[config.mk]
export PLATFORM = sky130hd
export DESIGN_NAME = randsack_regrw
export DESIGN_NICKNAME = d
export VERILOG_FILES = /design/src/rtl/randsack_regrw_pkg.sv /design/src/rtl/randsack_wb_slave_if.sv /design/src/rtl/randsack_regrw.sv
export SDC_FILE = /design/constraint.sdc
export NUM_CORES = 1
export LEC_CHECK = 0
export CORE_MARGIN = 2
export CORE_UTILIZATION = 45
export CTS_BUF_LIST = sky130_fd_sc_hd__clkbuf_4
export CTS_CLUSTER_DIAMETER = 30
export DETAILED_ROUTE_END_ITERATION = 10
export PLACE_DENSITY = 0.79
export SLEW_MARGIN = 25
export SYNTH_ARGS = -nofsm -noshare
export SYNTH_HDL_FRONTEND = slang
export SYNTH_HIERARCHICAL = 1
export SYNTH_SLANG_ARGS = --single-unit
[constraint.sdc]
create_clock -name clock -period 3.8 [get_ports clock]
set_clock_uncertainty 0.2 [all_clocks]
set_input_delay 0.76 -clock clock [delete_from_list [all_inputs] [get_ports clock]]
set_output_delay 0.76 -clock clock [all_outputs]
set_load 0.01 [all_outputs]
[src/rtl/randsack_regrw_pkg.sv]
// Shared register map, reset values and decode helpers for the randsack Wishbone register block.
package randsack_regrw_pkg;

  localparam int unsigned DW    = 32;
  localparam int unsigned IOW   = 16;
  localparam int unsigned SELW  = 4;
  localparam int unsigned WORDW = 6;

  localparam logic [DW-1:0] DEF_BASE_ADDR = 32'h3000_0000;
  localparam logic [DW-1:0] DEF_ID_VALUE  = 32'h5241_4E44;

  localparam logic [7:0] OFF_ID       = 8'h00;
  localparam logic [7:0] OFF_CHECK    = 8'h04;
  localparam logic [7:0] OFF_OEB      = 8'h08;
  localparam logic [7:0] OFF_WCOUNT   = 8'h0C;
  localparam logic [7:0] OFF_SCRATCH0 = 8'h10;

  localparam logic [WORDW-1:0] W_ID       = WORDW'(OFF_ID >> 2);
  localparam logic [WORDW-1:0] W_CHECK    = WORDW'(OFF_CHECK >> 2);
  localparam logic [WORDW-1:0] W_OEB      = WORDW'(OFF_OEB >> 2);
  localparam logic [WORDW-1:0] W_WCOUNT   = WORDW'(OFF_WCOUNT >> 2);
  localparam logic [WORDW-1:0] W_SCRATCH0 = WORDW'(OFF_SCRATCH0 >> 2);

  localparam logic [IOW-1:0] CHECK_RST = 16'h0000;
  localparam logic [IOW-1:0] OEB_RST   = 16'hFFFF;

  // Decoded access handed from the bus interface to the register file.
  typedef struct packed {
    logic             rd;
    logic             wr;
    logic [WORDW-1:0] word;
  } wb_cmd_t;

  function automatic logic [DW-1:0] merge_lanes(input logic [DW-1:0]   old_v,
                                                 input logic [DW-1:0]   new_v,
                                                 input logic [SELW-1:0] sel);
    logic [DW-1:0] res;
    res = old_v;
    for (int b = 0; b < int'(SELW); b++) begin
      if (sel[b]) res[8*b +: 8] = new_v[8*b +: 8];
    end
    return res;
  endfunction

endpackage

[src/rtl/randsack_wb_slave_if.sv]
// Wishbone window decode and single-cycle ack generation; acks are never back-to-back.
module randsack_wb_slave_if
  import randsack_regrw_pkg::*;
#(
  parameter logic [DW-1:0] BASE_ADDR = DEF_BASE_ADDR
) (
  input  logic          clock,
  input  logic          resetb,
  input  logic          cyc_i,
  input  logic          stb_i,
  input  logic          we_i,
  input  logic [DW-1:0] adr_i,
  output logic          ack_o,
  output wb_cmd_t       cmd_c
);

  logic ack_q, ack_d;
  logic hit_c;
  logic unused_c;

  assign unused_c = ^adr_i[1:0];

  // A request is sampled only when no ack is currently showing.
  always_comb begin
    hit_c      = cyc_i & stb_i & (adr_i[DW-1:8] == BASE_ADDR[DW-1:8]);
    ack_d      = hit_c & ~ack_q;
    cmd_c      = '0;
    cmd_c.rd   = ack_d & ~we_i;
    cmd_c.wr   = ack_q & hit_c & we_i;
    cmd_c.word = adr_i[7:2];
  end

  always_ff @(posedge clock or negedge resetb) begin
    if (!resetb) ack_q <= 1'b0;
    else         ack_q <= ack_d;
  end

  assign ack_o = ack_q;

endmodule

[src/rtl/randsack_regrw.sv]
// Wishbone register block driving 16 GPIO pads; SCRATCH0-3 exist only with RANDSACK_SCRATCH_EN.
module randsack_regrw
  import randsack_regrw_pkg::*;
#(
  parameter logic [DW-1:0] BASE_ADDR = DEF_BASE_ADDR,
  parameter logic [DW-1:0] ID_VALUE  = DEF_ID_VALUE
) (
  input  logic            clock,
  input  logic            resetb,
  input  logic            wbs_cyc_i,
  input  logic            wbs_stb_i,
  input  logic            wbs_we_i,
  input  logic [SELW-1:0] wbs_sel_i,
  input  logic [DW-1:0]   wbs_adr_i,
  input  logic [DW-1:0]   wbs_dat_i,
  output logic            wbs_ack_o,
  output logic [DW-1:0]   wbs_dat_o,
  output logic [IOW-1:0]  checkbits_o,
  output logic [IOW-1:0]  io_oeb_o
);

  wb_cmd_t cmd_c;

  logic [IOW-1:0] check_q, check_d;
  logic [IOW-1:0] oeb_q, oeb_d;
  logic [DW-1:0]  wcount_q, wcount_d;
  logic [DW-1:0]  dat_q, dat_d;
  logic [DW-1:0]  rdata_c;
`ifdef RANDSACK_SCRATCH_EN
  logic [DW-1:0]  scratch_q [4];
  logic [DW-1:0]  scratch_d [4];
  logic           scr_hit_c;
`endif

  randsack_wb_slave_if #(
    .BASE_ADDR (BASE_ADDR)
  ) u_wb_if (
    .clock  (clock),
    .resetb (resetb),
    .cyc_i  (wbs_cyc_i),
    .stb_i  (wbs_stb_i),
    .we_i   (wbs_we_i),
    .adr_i  (wbs_adr_i),
    .ack_o  (wbs_ack_o),
    .cmd_c  (cmd_c)
  );

  // Read mux and register next-state; writes land on the edge closing the ack cycle.
  always_comb begin
    check_d  = check_q;
    oeb_d    = oeb_q;
    wcount_d = wcount_q;
    rdata_c  = '0;
`ifdef RANDSACK_SCRATCH_EN
    for (int i = 0; i < 4; i++) scratch_d[i] = scratch_q[i];
    scr_hit_c = (cmd_c.word[WORDW-1:2] == W_SCRATCH0[WORDW-1:2]);
`endif

    case (cmd_c.word)
      W_ID:     rdata_c = ID_VALUE;
      W_CHECK:  rdata_c = {16'h0000, check_q};
      W_OEB:    rdata_c = {16'h0000, oeb_q};
      W_WCOUNT: rdata_c = wcount_q;
      default:  rdata_c = '0;
    endcase
`ifdef RANDSACK_SCRATCH_EN
    if (scr_hit_c) rdata_c = scratch_q[cmd_c.word[1:0]];
`endif

    if (cmd_c.wr) begin
      case (cmd_c.word)
        W_CHECK: begin
          check_d  = IOW'(merge_lanes({16'h0000, check_q}, wbs_dat_i, wbs_sel_i));
          wcount_d = wcount_q + 32'd1;
        end
        W_OEB:   oeb_d = IOW'(merge_lanes({16'h0000, oeb_q}, wbs_dat_i, wbs_sel_i));
        default: ;
      endcase
`ifdef RANDSACK_SCRATCH_EN
      if (scr_hit_c) begin
        scratch_d[cmd_c.word[1:0]] = merge_lanes(scratch_q[cmd_c.word[1:0]], wbs_dat_i, wbs_sel_i);
      end
`endif
    end

    dat_d = cmd_c.rd ? rdata_c : '0;
  end

  always_ff @(posedge clock or negedge resetb) begin
    if (!resetb) begin
      check_q  <= CHECK_RST;
      oeb_q    <= OEB_RST;
      wcount_q <= '0;
      dat_q    <= '0;
    end else begin
      check_q  <= check_d;
      oeb_q    <= oeb_d;
      wcount_q <= wcount_d;
      dat_q    <= dat_d;
    end
  end

`ifdef RANDSACK_SCRATCH_EN
  always_ff @(posedge clock or negedge resetb) begin
    if (!resetb) begin
      for (int i = 0; i < 4; i++) scratch_q[i] <= '0;
    end else begin
      for (int i = 0; i < 4; i++) scratch_q[i] <= scratch_d[i];
    end
  end
`endif

  assign wbs_dat_o   = dat_q;
  assign checkbits_o = check_q;
  assign io_oeb_o    = oeb_q;

endmodule

---- Yosys cells after proc, flatten, opt, wreduce, memory -nomap -nowiden ----
Index checks and enable logic that the tools add are counted.
word-level totals
  register bits ........................... 97
  word-level logic and storage cells ...... 28
  input port bits ......................... 73
operators by class
  mux-type cells .......................... 2
  reductions and logical operators ........ 6
  equal/unequal tests ..................... 4
  bitwise operators ....................... 8
  add/subtract/negate cells ............... 1
operators with widths
  operator                 number
  $pmux W32 S4             1
  $add A32 B1 Y32 const B  1
  $mux W32                 1
  $eq A24 B22 Y1 const B   1
  $eq A6 B2 Y1 const B     2
  $reduce_and A3 Y1        4
  $and A1 B1 Y1            6
  $eq A6 B1 Y1 const B     1
  $logic_not A6 Y1         1
  $not A1 Y1               2
  $reduce_and A2 Y1        1

---- Longest topological paths before layout ----
  word-level depth ........................ 5
  gate-level depth with buffers ........... 8

---- By module ----
The synthesis kept the hierarchy.
modules (own cells, without submodules)
  module                area an instance (sq um)  cells each  sequential area each (sq um)  times used
  randsack_regrw        4052.6                    326         2422.3                        1
  randsack_wb_slave_if  163.9                     21          25.0                          1

---- Least setup slack after synthesis ----
OpenSTA, ideal clock, no wires.
  path kind ............................... input to register
  start ................................... in wbs_adr_i[23]
  end ..................................... reg wcount_q[28]
  required time ........................... 3.521 ns
  stages .................................. 7
  setup slack ............................. 0.946 ns
  data arrival time ....................... 2.574 ns
  path through ............................ or4_4 -> nor4_1 -> clkbuf_1 -> and3b_1 -> nand2_1 -> nor4_1 -> xor2_1
RTL lines
  item                  line                  text
  from (decl)           randsack_regrw.sv:14  input logic [DW-1:0] wbs_adr_i,
  to (signal assigned)  randsack_regrw.sv:98  wcount_q <= wcount_d;
  to (decl)             randsack_regrw.sv:26  logic [DW-1:0] wcount_q, wcount_d;

---- Final worst setup path ----
  start ................................... in wbs_adr_i[2]
  end ..................................... reg oeb_q[2], in the netlist io_oeb_o[2]
between the ends
  cells in the longest elaborated chain, start to end .. 2
RTL lines
  item                                line                  text
  $eq A6 B2 Y1                        randsack_regrw.sv:71  case (cmd_c.word)
  $reduce_and A3 Y1 (no source line)  --
  to (signal assigned)                randsack_regrw.sv:92  oeb_q <= OEB_RST;
  to (signal assigned)                randsack_regrw.sv:97  oeb_q <= oeb_d;
  to (decl)                           randsack_regrw.sv:25  logic [IOW-1:0] oeb_q, oeb_d;
No other way between the ends.
A chain may end at the register's enable or synchronous reset.

==> metrics.txt <==
Slowest-stage cell, CP nor2b_1; ANT nets after route 0; Tcrit/Tclk final 80.46%; die outline height 100.8 um; Clock power frac 34.9%; Num CTS Buffers 9; design area 5659 um2; Net Sw Frac 22.26%; Nets 541; synthesized flop and latch total 97; Ant. Diodes 0; number of global-route vias before repair 3180; Worst Setup Path Type in2reg; CTS resizes 0; filler cell count 725; status finished clean; placer congestion estimate 0.8000; Initial Util 46.07%; root buf cell clkbuf_4; largest net degree at the start of global routing 66; Routed WL per cell 16.63 um; share of cells above drive strength 1 18.43%; Die Wd 100.8 um; max-cap viol count 0; Synth warnings 6; CTS Hold Bufs 0; RSZ-0062 raised after global routing no; Cell Rows 35; CTS Buffer Depth 2; number of synthesized flops with an enable pin 0; Seq pwr share 59.0%; CP max stage delay 730 ps; total number of clock tree sinks 97; most frequent cells in the layout 116 x clkdlybuf4s50_1, 81 x dfrtp_1, 42 x mux2_2; Synth cell types 34; vias per cell 5.293; initial drt markers 214; Post-Synthesis Cells 347; post-synthesis instance area 4217 um2; core box area 9153 um2; total track usage 20.09%; H-tree levels 3; Setup violations, final 0; cell internal pwr 0.001363 W; crit-path leading delay family simple AND/OR/NAND/NOR gates; die area 10160 um2; switching power total 0.0003901 W; Area growth syn-to-layout 34.21%; Slew @ Worst Pin 788.8 ps; PortBufs 117; Hold Path Class in2async; sequential cell area fraction in the yosys report 58.04%; Fin. Hold Viols 0; top_reg_cell synth dfrtp_1; slew margin rel. 47.41%; Syn Nets 421; Final TNS setup 0 ps; total grt overflow 0; WP buf/inv 1; combinational group share of total power 6.1%; DRC errors left 0; Worst EP arrival 3230 ps; Fmax 327.1 MHz; commonest non-fill, non-tap cell in the layout clkdlybuf4s50_1; worst path required time 3980 ps; CTS tree done; I/O Pins 138; Critical Path Start Type primary input; Pre-antenna DRT Iters 4; crit path max fanout 13; worst path cell trace clkdlybuf4s50_1, nor2b_1, nand4_1, mux2_2; fin crit period 3057 ps; antenna violations before repair 0; global-route wire length before repair 15840 um; # Post-CTS Setup Buffers 0; leakage 2.529 nW; kind of end point of the critical path register; dpl cell area 5500 um2; clk_lat worst skew 460 ps; average size of a mapped cell 12.15 um2; vias 3086; async set-reset flop share out of synthesis 100.0%; Slew Viols, Final 0; detailed-route wire length 9696 um; P per Cell Area 309.7 nW/um2; Worst-path clk slew 160 ps; post-DP HPWL 7101 um; worst vdd ir 0.0001582 V
-- layer usage --
metal	vias up	wire length (um)	GRT usage, %
met1	1498	4225	26.44
li1	1463	-	-
met3	11	747	5.895
met2	114	4626	32.77
met5	-	0	0
met4	0	95	5.058
-- stage by stage --
| step | util (%) | hold slack (ps) | instances | power [W] | setup WS (ps) |
|---|---|---|---|---|---|
| global route | 61.83 | 217.3 | 583 | 0.001820 | 449.7 |
| global placement | 60.10 | 250.7 | 567 | 0.001159 | 212.8 |
| CTS | 61.83 | 185.9 | 583 | 0.001765 | 729.7 |
| finish | 61.83 | 145.9 | 583 | 0.001753 | 742.6 |
| floorplan | - | 233.6 | 347 | 0.001080 | 946.5 |
| detailed placement | 60.10 | 276.3 | 567 | 0.001161 | 264.1 |
-- final timing paths --
path                                     from         endpoint  slack [ps]  cells after the start
min in group clock               wcount_q[31]     wcount_q[31]         290                      1
worst max-delay path             wbs_adr_i[2]      io_oeb_o[2]         740                      4
max in group asynchronous              resetb      io_oeb_o[4]        2390                      2
worst max register to register  u_wb_if/ack_o  checkbits_o[10]        1700                      6
worst min-delay path                   resetb    wbs_dat_o[18]         150                      1
worst min register to register   wcount_q[31]     wcount_q[31]         290                      1
-- cell type report --
class | instances | area [um2] | area share (%)
repair buffers | 125 | 1229 | 21.71
well taps | 111 | 138.9 | 2.454
multi-input cells | 227 | 1659 | 29.32
clock inverters | 6 | 83.83 | 1.481
inverters | 7 | 26.28 | 0.4643
clock buffers | 10 | 75.07 | 1.327
flip-flops and latches | 97 | 2447 | 43.25
-- flip-flops by register name (all words and copies together) (netlist names) --
| name | cells |
|---|---|
| io_oeb_o | 16 |
| wbs_dat_o | 32 |
| checkbits_o | 16 |
| wcount_q | 32 |
| u_wb_if/ack_o | 1 |
-- synthesized netlist by cell type, drive strengths merged, types with 2 or more instances --
cell / count / share of area, %
dfrtp: 81 / 48
mux2: 42 / 11
nor2: 31 / 2.8
nand2: 19 / 1.8
xor2: 19 / 3.9
dfstp: 16 / 10
nand4: 15 / 2.4
nor4: 14 / 2.4
nor3: 13 / 1.7
xnor2: 12 / 2.5
a22oi: 10 / 1.8
and2: 10 / 1.5
buf: 9 / 1.4
clkbuf: 7 / 0.62
inv: 7 / 0.62
nand3: 7 / 0.83
a211oi: 6 / 1.1
and4: 6 / 1.2
mux2i: 6 / 1.4
a21oi: 5 / 0.59
and3: 3 / 0.45
nor2b: 2 / 0.30
nor4b: 2 / 0.42
-- cell families after synthesis --
logic type / synth area share (%)
AO/OA/AOI/OAI: 3.442
XOR/XNOR: 6.439
adder cells (fa/ha/maj): 0.2967
buffers and inverters: 2.611
flip-flops: 58.04
multiplexers: 12.64
AND/OR/NAND/NOR: 16.53
-- power by group through the flow --
| stage | sequential [W] | clock (W) | combinational [W] |
|---|---|---|---|
| 3_3_place_gp | 0.00105 | 0 | 0.000107 |
| 3_5_place_dp | 0.00105 | 0 | 0.000110 |
| 6_report | 0.00103 | 0.000612 | 0.000107 |
| 4_1_cts | 0.00103 | 0.000621 | 0.000110 |
| 2_1_floorplan | 0.00105 | 0 | 0.0000273 |
| 5_1_grt | 0.00103 | 0.000667 | 0.000118 |
Power figures use the tool's default switching activity.
